$ cat src/rtl/midi_voice_allocator.sv
// midi_voice_allocator
//   Assigns framed MIDI events to NUM_VOICES voices. A note-on goes to a voice
//   already sounding that note (retrigger), else the lowest free voice, else
//   the least-recently-allocated voice is stolen and retriggered. Each event is
//   scanned one voice per cycle (IDLE -> SCAN x NUM_VOICES -> COMMIT).
//
//   Optional feature: define SUSTAIN_PEDAL_EN to honour CC 0x40 (sustain).
//
// Ports
//   clk, rst                     clock, synchronous active-high reset
//   midi_event_valid/_ack        event handshake with midi_uart (ack is 1 cycle)
//   midi_command, midi_parameter_1/_2   status byte and data bytes
//   midi_channel                 accepted channel when CHANNEL_FILTER=1
//   busy                         high during SCAN and COMMIT
//   voice_gate/note/velocity/frequency  per-voice outputs, voice i at slice i
//   mod_wheel, pitch_bend        last CC 0x01 value, last bend {p2,p1}
module midi_voice_allocator #(
    parameter int unsigned NUM_VOICES     = 4,
    parameter int unsigned RETRIG_CYCLES  = 16,
    parameter int unsigned CHANNEL_FILTER = 1
) (
    input  logic                       clk,
    input  logic                       rst,
    input  logic                       midi_event_valid,
    input  logic [7:0]                 midi_command,
    input  logic [6:0]                 midi_parameter_1,
    input  logic [6:0]                 midi_parameter_2,
    output logic                       midi_event_ack,
    input  logic [3:0]                 midi_channel,
    output logic                       busy,
    output logic [NUM_VOICES-1:0]      voice_gate,
    output logic [7*NUM_VOICES-1:0]    voice_note,
    output logic [7*NUM_VOICES-1:0]    voice_velocity,
    output logic [16*NUM_VOICES-1:0]   voice_frequency,
    output logic [6:0]                 mod_wheel,
    output logic [13:0]                pitch_bend
);

    localparam int unsigned IdxW = $clog2(NUM_VOICES);
    localparam int unsigned CntW = $clog2(RETRIG_CYCLES + 1);

    typedef enum logic [1:0] {StIdle, StScan, StCommit} state_e;

    state_e                state_q, state_d;
    logic                  ack_q, ack_d;
    logic [3:0]            cmd_q, cmd_d;          // status nibble only
    logic [6:0]            p1_q, p1_d, p2_q, p2_d;
    logic [IdxW-1:0]       scan_q, scan_d;
    logic                  match_found_q, match_found_d, free_found_q, free_found_d;
    logic [IdxW-1:0]       match_idx_q, match_idx_d, free_idx_q, free_idx_d;
    logic [IdxW-1:0]       oldest_q, oldest_d;
    logic [NUM_VOICES-1:0] gate_q, gate_d;
    logic [6:0]            note_q [NUM_VOICES], note_d [NUM_VOICES];
    logic [6:0]            vel_q  [NUM_VOICES], vel_d  [NUM_VOICES];
    logic [15:0]           freq_q [NUM_VOICES], freq_d [NUM_VOICES];
    logic [IdxW-1:0]       rank_q [NUM_VOICES], rank_d [NUM_VOICES];  // 0 = newest
    logic [CntW-1:0]       cnt_q  [NUM_VOICES], cnt_d  [NUM_VOICES];  // retrigger countdown
    logic [6:0]            mod_q, mod_d;
    logic [13:0]           bend_q, bend_d;
`ifdef SUSTAIN_PEDAL_EN
    logic [NUM_VOICES-1:0] held_q, held_d;
    logic                  sustain_q, sustain_d;
`endif

    logic                  reject;
    logic                  is_note_on, is_note_off;
    logic [IdxW-1:0]       target;
    logic                  retrig;

    // Equal-tempered pitch in Hz: top octave (notes 120..131) halved per octave down.
    function automatic logic [15:0] midi_note_to_tone_freq(input logic [6:0] note);
        logic [6:0]  octave;
        logic [6:0]  semi;
        logic [15:0] top;
        octave = note / 7'd12;
        semi   = note % 7'd12;
        case (semi)
            7'd0:    top = 16'd8372;
            7'd1:    top = 16'd8870;
            7'd2:    top = 16'd9397;
            7'd3:    top = 16'd9956;
            7'd4:    top = 16'd10548;
            7'd5:    top = 16'd11175;
            7'd6:    top = 16'd11840;
            7'd7:    top = 16'd12544;
            7'd8:    top = 16'd13290;
            7'd9:    top = 16'd14080;
            7'd10:   top = 16'd14917;
            default: top = 16'd15804;
        endcase
        return top >> (7'd10 - octave);
    endfunction

    always_comb begin
        state_d       = state_q;
        ack_d         = 1'b0;
        cmd_d         = cmd_q;
        p1_d          = p1_q;
        p2_d          = p2_q;
        scan_d        = scan_q;
        match_found_d = match_found_q;
        match_idx_d   = match_idx_q;
        free_found_d  = free_found_q;
        free_idx_d    = free_idx_q;
        oldest_d      = oldest_q;
        gate_d        = gate_q;
        note_d        = note_q;
        vel_d         = vel_q;
        freq_d        = freq_q;
        rank_d        = rank_q;
        cnt_d         = cnt_q;
        mod_d         = mod_q;
        bend_d        = bend_q;
`ifdef SUSTAIN_PEDAL_EN
        held_d        = held_q;
        sustain_d     = sustain_q;
`endif
        reject      = ((CHANNEL_FILTER != 0) && (midi_command[3:0] != midi_channel)) ||
                      !midi_command[7];
        is_note_on  = (cmd_q == 4'h9) && (p2_q != 7'd0);
        is_note_off = (cmd_q == 4'h8) || ((cmd_q == 4'h9) && (p2_q == 7'd0));
        target      = match_found_q ? match_idx_q : (free_found_q ? free_idx_q : oldest_q);
        retrig      = match_found_q || !free_found_q;

        // Retrigger countdowns run in every state; gate rises as the count leaves 1.
        for (int unsigned v = 0; v < NUM_VOICES; v++) begin
            if (cnt_q[v] != '0) begin
                cnt_d[v] = cnt_q[v] - 1'b1;
                if (cnt_q[v] == CntW'(1)) gate_d[v] = 1'b1;
            end
        end

        case (state_q)
            StIdle: begin
                // ack_q guard keeps a still-high valid from being acked twice
                if (midi_event_valid && !ack_q) begin
                    ack_d = 1'b1;
                    if (!reject) begin
                        cmd_d         = midi_command[7:4];
                        p1_d          = midi_parameter_1;
                        p2_d          = midi_parameter_2;
                        scan_d        = '0;
                        match_found_d = 1'b0;
                        free_found_d  = 1'b0;
                        state_d       = StScan;
                    end
                end
            end
            StScan: begin
                if (!match_found_q && gate_q[scan_q] && (note_q[scan_q] == p1_q)) begin
                    match_found_d = 1'b1;
                    match_idx_d   = scan_q;
                end
                if (!free_found_q && !gate_q[scan_q] && (cnt_q[scan_q] == '0)) begin
                    free_found_d = 1'b1;
                    free_idx_d   = scan_q;
                end
                if (rank_q[scan_q] == IdxW'(NUM_VOICES - 1)) oldest_d = scan_q;
                if (scan_q == IdxW'(NUM_VOICES - 1)) state_d = StCommit;
                else                                  scan_d  = scan_q + 1'b1;
            end
            StCommit: begin
                state_d = StIdle;
                if (is_note_on) begin
                    note_d[target] = p1_q;
                    vel_d[target]  = p2_q;
                    freq_d[target] = midi_note_to_tone_freq(p1_q);
                    gate_d[target] = !retrig;
                    cnt_d[target]  = retrig ? CntW'(RETRIG_CYCLES) : '0;
`ifdef SUSTAIN_PEDAL_EN
                    held_d[target] = 1'b0;
`endif
                    for (int unsigned v = 0; v < NUM_VOICES; v++) begin
                        if (IdxW'(v) == target)             rank_d[v] = '0;
                        else if (rank_q[v] < rank_q[target]) rank_d[v] = rank_q[v] + 1'b1;
                    end
                end else if (is_note_off) begin
                    for (int unsigned v = 0; v < NUM_VOICES; v++) begin
                        if ((gate_q[v] || (cnt_q[v] != '0)) && (note_q[v] == p1_q)) begin
`ifdef SUSTAIN_PEDAL_EN
                            if (sustain_q) begin
                                held_d[v] = 1'b1;
                            end else begin
                                gate_d[v] = 1'b0;
                                cnt_d[v]  = '0;
                            end
`else
                            gate_d[v] = 1'b0;
                            cnt_d[v]  = '0;
`endif
                        end
                    end
                end else if (cmd_q == 4'hB) begin
                    if (p1_q == 7'h01) mod_d = p2_q;
                    if (p1_q == 7'h7B) begin
                        gate_d = '0;
                        for (int unsigned v = 0; v < NUM_VOICES; v++) cnt_d[v] = '0;
`ifdef SUSTAIN_PEDAL_EN
                        held_d = '0;
`endif
                    end
`ifdef SUSTAIN_PEDAL_EN
                    if (p1_q == 7'h40) begin
                        sustain_d = p2_q[6];
                        if (!p2_q[6]) begin
                            for (int unsigned v = 0; v < NUM_VOICES; v++) begin
                                if (held_q[v]) begin
                                    gate_d[v] = 1'b0;
                                    cnt_d[v]  = '0;
                                end
                            end
                            held_d = '0;
                        end
                    end
`endif
                end else if (cmd_q == 4'hE) begin
                    bend_d = {p2_q, p1_q};
                end
            end
            default: state_d = StIdle;
        endcase
    end

    always_ff @(posedge clk) begin
        if (rst) begin
            state_q       <= StIdle;
            ack_q         <= 1'b0;
            cmd_q         <= '0;
            p1_q          <= '0;
            p2_q          <= '0;
            scan_q        <= '0;
            match_found_q <= 1'b0;
            match_idx_q   <= '0;
            free_found_q  <= 1'b0;
            free_idx_q    <= '0;
            oldest_q      <= '0;
            gate_q        <= '0;
            for (int unsigned v = 0; v < NUM_VOICES; v++) begin
                note_q[v] <= '0;
                vel_q[v]  <= '0;
                freq_q[v] <= '0;
                rank_q[v] <= IdxW'(v);
                cnt_q[v]  <= '0;
            end
            mod_q         <= 7'd64;
            bend_q        <= 14'h2000;
`ifdef SUSTAIN_PEDAL_EN
            held_q        <= '0;
            sustain_q     <= 1'b0;
`endif
        end else begin
            state_q       <= state_d;
            ack_q         <= ack_d;
            cmd_q         <= cmd_d;
            p1_q          <= p1_d;
            p2_q          <= p2_d;
            scan_q        <= scan_d;
            match_found_q <= match_found_d;
            match_idx_q   <= match_idx_d;
            free_found_q  <= free_found_d;
            free_idx_q    <= free_idx_d;
            oldest_q      <= oldest_d;
            gate_q        <= gate_d;
            note_q        <= note_d;
            vel_q         <= vel_d;
            freq_q        <= freq_d;
            rank_q        <= rank_d;
            cnt_q         <= cnt_d;
            mod_q         <= mod_d;
            bend_q        <= bend_d;
`ifdef SUSTAIN_PEDAL_EN
            held_q        <= held_d;
            sustain_q     <= sustain_d;
`endif
        end
    end

    assign midi_event_ack = ack_q;
    assign busy           = (state_q != StIdle);
    assign voice_gate     = gate_q;
    assign mod_wheel      = mod_q;
    assign pitch_bend     = bend_q;

    for (genvar gv = 0; gv < NUM_VOICES; gv++) begin : g_pack
        assign voice_note[7*gv +: 7]       = note_q[gv];
        assign voice_velocity[7*gv +: 7]   = vel_q[gv];
        assign voice_frequency[16*gv +: 16] = freq_q[gv];
    end

endmodule

$ cat config.mk
export PLATFORM = sky130hd
export DESIGN_NAME = midi_voice_allocator
export DESIGN_NICKNAME = d
export VERILOG_FILES = /design/src/rtl/midi_voice_allocator.sv
export SDC_FILE = /design/constraint.sdc
export NUM_CORES = 1
export LEC_CHECK = 0
export CAP_MARGIN = 20
export CORE_MARGIN = 2
export CORE_UTILIZATION = 50
export DETAILED_ROUTE_END_ITERATION = 6
export PLACE_DENSITY = 0.76
export SYNTH_ARGS = -nofsm -noshare
export SYNTH_HDL_FRONTEND = slang
export SYNTH_SLANG_ARGS = --single-unit
$ cat constraint.sdc
create_clock -name clk -period 5.9 [get_ports clk]
set_input_delay 1.77 -clock clk [delete_from_list [all_inputs] [get_ports clk]]
set_output_delay 1.77 -clock clk [all_outputs]
set_load 0.01 [all_outputs]
# Yosys cells after proc, flatten, opt, wreduce, memory -nomap -nowiden
# Memories as Yosys holds them, arrays and structs flattened.
# Cells that the tools add are included.
[op_classes]
div_mod_pow = 2
n_mux = 86
mul = 0
magnitude_cmp = 10
add_sub_neg = 10
bitwise = 7
n_eq_ne = 29
n_shift = 1
n_reduce_logical = 58
[ops]
columns = ["operator", "count"]
rows = [
  ["$mux 20", 5],
  ["$bwmux 64", 1],
  ["$mux 16", 4],
  ["$mux 5", 12],
  ["$bwmux 28", 2],
  ["$mux 2", 20],
  ["$eq 7x7->1", 5],
  ["$demux 16 s2", 1],
  ["$mux 7", 3],
  ["$bwmux 20", 1],
  ["$eq 5x1->1 const B", 4],
  ["$mux 4", 5],
  ["$reduce_bool 5->1", 4],
  ["$sub 5x1->5 const B", 4],
  ["$mux 1", 19],
  ["$reduce_and 3->1", 6],
  ["$eq 4x4->1 const B", 4],
  ["$shr 16x7->16", 1],
  ["$bmux 7 s2", 1],
  ["$demux 7 s2", 1],
  ["$logic_and 1x1->1", 13],
  ["$ne 2x2->1 const B", 6],
  ["$reduce_and 4->1", 3],
  ["$reduce_bool 2->1", 6],
  ["36 further kinds", 72],
]
[totals]
latch_bits = 0
rom_bits = 208
mem_bits_rw = 0
reg_bits = 204
out_inout_bits = 147
memories = 1
in_bits = 29
word_cells = 238
[memory_table]
columns = ["memory", "depth", "width", "read_ports", "rd_clocked_by_memory_dff", "write_ports", "line", "rtl"]
rows = [
  ["(name not given)", 16, 13, 1, 0, 0, "77", "case (semi)"],
]

# Longest topological paths before layout
[depth]
depth_word = 10
ltp_mapped = 16
mapped_depth_nobuf = 12

# Least setup slack after synthesis
# No wires, ideal clock.
[synth_timing]
path_type = "register -> register"
startpoint = "register p1_q[3]"
endpoint = "register freq_q, in the netlist voice_frequency[21]"
path_stages_with_launch = 17
synth_period_minus_slack_ns = 3.300
slack_ns = 2.600
path_buffers = 6
arrival_time_ns = 3.215
setup_time_ns = 0.086
required_ns = 5.814
cell_sequence = "dfxtp_1 > buf_2 > buf_2 > buf_1 > clkbuf_1 > nand2_1 > nand2_1 > ha_1 > clkbuf_1 > and3_1 > buf_2 > nor2_1 > o21ai_0 > o21ai_0 > a311oi_1 > a211oi_2 > a211oi_1"
[synth_between]
elab_chain_cells = 7
elab_cells_between_ends = 10
classes_between = "1 x add/sub; 2 x div; 1 x shift; 4 x mux; 1 x reduce/logical; 1 x memory"
[synth_rtl]
columns = ["element", "line", "rtl"]
rows = [
  ["start, declared", "47", "logic [6:0] p1_q, p1_d, p2_q, p2_d;"],
  ["start signal, assigned", "255", "p1_q <= p1_d;"],
  ["$mod 7x4->7", "76", "semi = note % 7'd12;"],
  ["$mem_v2 16x13 / $logic_not 3->1 (equally long branches)", "-", ""],
  ["$mux 16", "77", ""],
  ["$mux 16", "164", "if (is_note_on) begin"],
  ["$mux 16", "133", "case (state_q)"],
  ["$shr 16x7->16 *", "91", "return top >> (7'd10 - octave);"],
  ["$bwmux 64 *", "167", "freq_d[target] = midi_note_to_tone_freq(p1_q);"],
  ["end signal, assigned", "266", "freq_q <= freq_d;"],
  ["end, declared", "55", "logic [15:0] freq_q [NUM_VOICES], freq_d [NUM_VOICES];"],
]
# Mark *: on every way between the ends. The rest lies on a longest branch, timed or not. The select of a mux whose other input is x is not followed.
# A chain may end at the register's enable or synchronous reset.

# Worst setup path in the final report
[layout_timing]
startpoint = "register p1_q[5]"
endpoint = "register freq_q, in the netlist voice_frequency[36]"
# The elaborated chain is that of the path after synthesis.

==> metrics.txt <==
# TYPE chip_impl_metric gauge
chip_impl_metric{name="yosys_register_bits",unit=""} 196
chip_impl_metric{name="rows",unit=""} 51
chip_impl_metric{name="numClockSinks",unit=""} 196
chip_impl_metric{name="cts.repair_timing.setup_buffer_count",unit=""} 0
chip_impl_metric{name="synth_area_per_cell",unit="sq um"} 8.19
chip_impl_metric{name="drt_first_pass_iters",unit=""} 6
chip_impl_metric{name="final-instance-count-excl-fill",unit=""} 1622
chip_impl_metric{name="worst-endpoint-arrival",unit="ns"} 4.76
chip_impl_metric{name="synth_area",unit="sq um"} 10100
chip_impl_metric{name="postCtsResizedCells",unit=""} 0
chip_impl_metric{name="synth_seq_area_share",unit=""} 0.390
chip_impl_metric{name="finalSetupViolations",unit=""} 0
chip_impl_metric{name="drive_above_1_share",unit=""} 0.0663
chip_impl_metric{name="postSynth.asyncResetShare",unit=""} 0
chip_impl_metric{name="layout_worst_path_cycle_share",unit=""} 0.759
chip_impl_metric{name="synth_warnings",unit=""} 0
chip_impl_metric{name="synth-edff-count",unit=""} 0
chip_impl_info{name="clock_tree_root_buffer_cell",value="clkbuf_16"} 1
chip_impl_metric{name="pin_slew_with_the_least_headroom_to_its_limit",unit="ns"} 1.01
chip_impl_metric{name="antenna_found_initial",unit=""} 0
chip_impl_metric{name="buffer_ports.inserted",unit=""} 167
chip_impl_metric{name="detail_route.drc_violations",unit=""} 0
chip_impl_info{name="worstSetupPathType",value="flop to flop"} 1
chip_impl_metric{name="drtAntennaViolNets",unit=""} 0
chip_impl_info{name="startpoint_type",value="flop"} 1
chip_impl_metric{name="post_drt_wl_per_cell",unit="um"} 19.1
chip_impl_metric{name="post_synth_num_cell_types",unit=""} 88
chip_impl_metric{name="cts.hold.buffers_added",unit=""} 0
chip_impl_metric{name="drtIter0Drc",unit=""} 741
chip_impl_metric{name="cts-root-to-sink-buffers",unit=""} 2
chip_impl_metric{name="max-slew-margin-rel",unit=""} 0.323
chip_impl_metric{name="placed_area",unit="sq um"} 11800
chip_impl_metric{name="globalRouteTotalUtil",unit=""} 0.286
chip_impl_metric{name="final_max_slew_viol_count",unit=""} 0
chip_impl_metric{name="htree_num_levels",unit=""} 4
chip_impl_metric{name="synthDominantCellAreaShare",unit=""} 0.390
chip_impl_info{name="netlist_top_cells_area",value="dfxtp_1, nand2_1, nor2_1"} 1
chip_impl_metric{name="number_of_top_level_design_ports",unit=""} 176
chip_impl_metric{name="pwr_density_cell",unit="nW/um^2"} 243
chip_impl_metric{name="max_clock_freq",unit="GHz"} 0.223
chip_impl_metric{name="fin_ws",unit="ns"} 1.42
chip_impl_metric{name="clk_latency",unit="ns"} 0.43
chip_impl_metric{name="first_global_vias",unit=""} 8830
chip_impl_metric{name="dieHeight",unit="um"} 146
chip_impl_info{name="yosys.cell_count.top_type",value="dfxtp_1"} 1
chip_impl_metric{name="clkTransAtPathRegs",unit="ns"} 0.07
chip_impl_metric{name="design_area",unit="sq um"} 12400
chip_impl_metric{name="globalplace.congestion",unit=""} 0.922
chip_impl_metric{name="finalSetupTns",unit="ns"} 0
chip_impl_info{name="synth.cells.most_frequent",value="dfxtp_1, nand2_1, nor2_1"} 1
chip_impl_metric{name="fin_crit",unit="ns"} 4.48
chip_impl_info{name="ys_dominant_reg_cell",value="dfxtp_1"} 1
chip_impl_metric{name="grt_overflow_total",unit=""} 0
chip_impl_metric{name="fin_total_pwr",unit="uW"} 3010
chip_impl_metric{name="cell_count_post_placement",unit=""} 1590
chip_impl_metric{name="layout-area-overhead-vs-synth",unit="%"} 23.1
chip_impl_metric{name="start_util",unit=""} 0.514
chip_impl_metric{name="worst_ir_drop_vdd",unit="mV"} 0.191
chip_impl_metric{name="timing.clock.skew",unit="ns"} 0.0108
chip_impl_info{name="endpoint_kind",value="flop"} 1
chip_impl_metric{name="via_per_inst",unit=""} 5.83
chip_impl_metric{name="placeableCoreArea",unit="sq um"} 19600
chip_impl_metric{name="antenna_cells_inserted",unit=""} 0
chip_impl_metric{name="chipWidth",unit="um"} 146
chip_impl_metric{name="critical_path.max_fanout",unit=""} 28
chip_impl_metric{name="finalHoldViolCount",unit=""} 0
chip_impl_metric{name="critPathRequiredTime",unit="ns"} 6.18
chip_impl_metric{name="cts_inserted_buffers",unit=""} 17
chip_impl_metric{name="dpl_worst_slack",unit="ns"} 1.60
chip_impl_metric{name="power.static_leakage",unit="uW"} 0.00439
chip_impl_metric{name="fp.dieArea",unit="sq um"} 21300
chip_impl_metric{name="post_layout_nets",unit=""} 1391
chip_impl_info{name="grt_setup_unrepaired",value="false"} 1
chip_impl_metric{name="syn_inst",unit=""} 1229
chip_impl_metric{name="totalWireLength",unit="um"} 30900
chip_impl_metric{name="place.detailed.hpwl",unit="um"} 21800
chip_impl_info{name="cts_tree",value="built"} 1
chip_impl_info{name="synth.largest_area_cell",value="dfxtp_1"} 1
chip_impl_metric{name="detailroute.via_count",unit=""} 9453
chip_impl_metric{name="grt_start_max_net_pins",unit=""} 84
chip_impl_metric{name="cap_viol_max_count",unit=""} 0
chip_impl_metric{name="first_pass_grt_wire_length",unit="um"} 49300
chip_impl_info{name="outcome",value="completed"} 1
chip_impl_info{name="worst_hold_path_type",value="flop to flop"} 1
==> power breakdown <==
group / internal [uW] / total, uW / switching [uW]
registers: 1370 / 1430 / 58.9
logic: 187 / 412 / 225
clock network: 610 / 1170 / 560
==> stage by stage <==
step	util	hold WS (ns)
6_report	0.632	0.455
5_1_grt	0.632	0.474
4_1_cts	0.632	0.456
3_5_place_dp	0.603	0.446
2_1_floorplan	-	0.456
3_3_place_gp	0.602	0.441
==> cell type report <==
type	instances	area, sq um
clock buffers	19	443
clock inverters	13	141
fillers	1689	7200
inverters	26	100
multi-input cells	917	5620
flip-flops and latches	196	3920
well taps	265	332
repair buffers	186	1830
==> final timing paths <==
check	from	slack [ns]	cells past startpoint	to
worst min-delay path	voice_velocity[6]$_SDFFE_PP0P_	0.46	2	voice_velocity[6]$_SDFFE_PP0P_
worst max-delay path	p1_q[5]$_SDFFE_PP0P_	1.42	11	voice_frequency[36]$_SDFFE_PP0P_
worst min register to register	voice_velocity[6]$_SDFFE_PP0P_	0.46	2	voice_velocity[6]$_SDFFE_PP0P_
worst max register to register	p1_q[5]$_SDFFE_PP0P_	1.42	11	voice_frequency[36]$_SDFFE_PP0P_
==> per-layer routing <==
metal | vias up | routed length (um) | GRT usage | part of all wire
met5 | - | 0 | 0 | 0
met1 | 4451 | 13600 | 0.383 | 0.44
met3 | 50 | 2690 | 0.0696 | 0.087
met4 | 0 | 622 | 0.0838 | 0.020
met2 | 418 | 14100 | 0.458 | 0.45
li1 | 4534 | - | - | -
==> registers in the layout, summed over array words and instances (netlist names) <==
name / cells
free_idx_q: 2
pitch_bend: 14
cnt_q: 20
p1_q: 7
match_found_q: 1
voice_frequency: 56
state_q: 2
oldest_q: 2
voice_note: 28
voice_velocity: 28
free_found_q: 1
cmd_q: 4
scan_q: 2
mod_wheel: 7
match_idx_q: 2
voice_gate: 4
midi_event_ack: 1
p2_q: 7
rank_q: 8
==> critical path: stages, from the launching register on <==
cell and delay, ns:
dfxtp_1 0.87, buf_4 0.31, and2b_1 0.23, a21o_1 0.17
o2111a_2 0.36, inv_4 0.16, ha_1 0.72, inv_1 0.46
and3_1 0.28, a211o_1 0.28, o221ai_1 0.35, o21ai_0 0.14
==> layout by cell type (no fill, tap or decap), drive strengths merged, types with 8 or more instances in the layout <==
| cell | count |
|---|---|
| buf | 20 |
| conb | 8 |
| dfxtp | 196 |
| xor2 | 13 |
| o31ai | 11 |
| nand3b | 15 |
| clkdlybuf4s50 | 166 |
| mux2i | 43 |
| nand3 | 20 |
| and3 | 9 |
| nor2 | 162 |
| nand2b | 17 |
| mux4 | 9 |
| a31oi | 18 |
| clkbuf | 19 |
| nor3 | 30 |
| o21ai | 43 |
| nand2 | 170 |
| a211oi | 32 |
| ha | 18 |
| inv | 32 |
| xnor2 | 40 |
| a21oi | 106 |
| nor2b | 14 |
| a311oi | 12 |
| nor3b | 17 |
| or3 | 15 |
==> cells by family (layout without fill, tap and decap cells) <==
| logic type | Yosys count | count (layout) | synth area share |
|---|---|---|---|
| AND/OR/NAND/NOR | 496 | 496 | 0.229 |
| AO/OA/AOI/OAI | 288 | 288 | 0.192 |
| flip-flops | 196 | 196 | 0.390 |
| buffers and inverters | 123 | 244 | 0.0561 |
| multiplexers | 54 | 54 | 0.0651 |
| XOR/XNOR | 53 | 53 | 0.0461 |
| adder cells (fa/ha/maj) | 18 | 18 | 0.0224 |
| other | 1 | 8 | 0.000372 |
(Power assumes the default switching activity.)
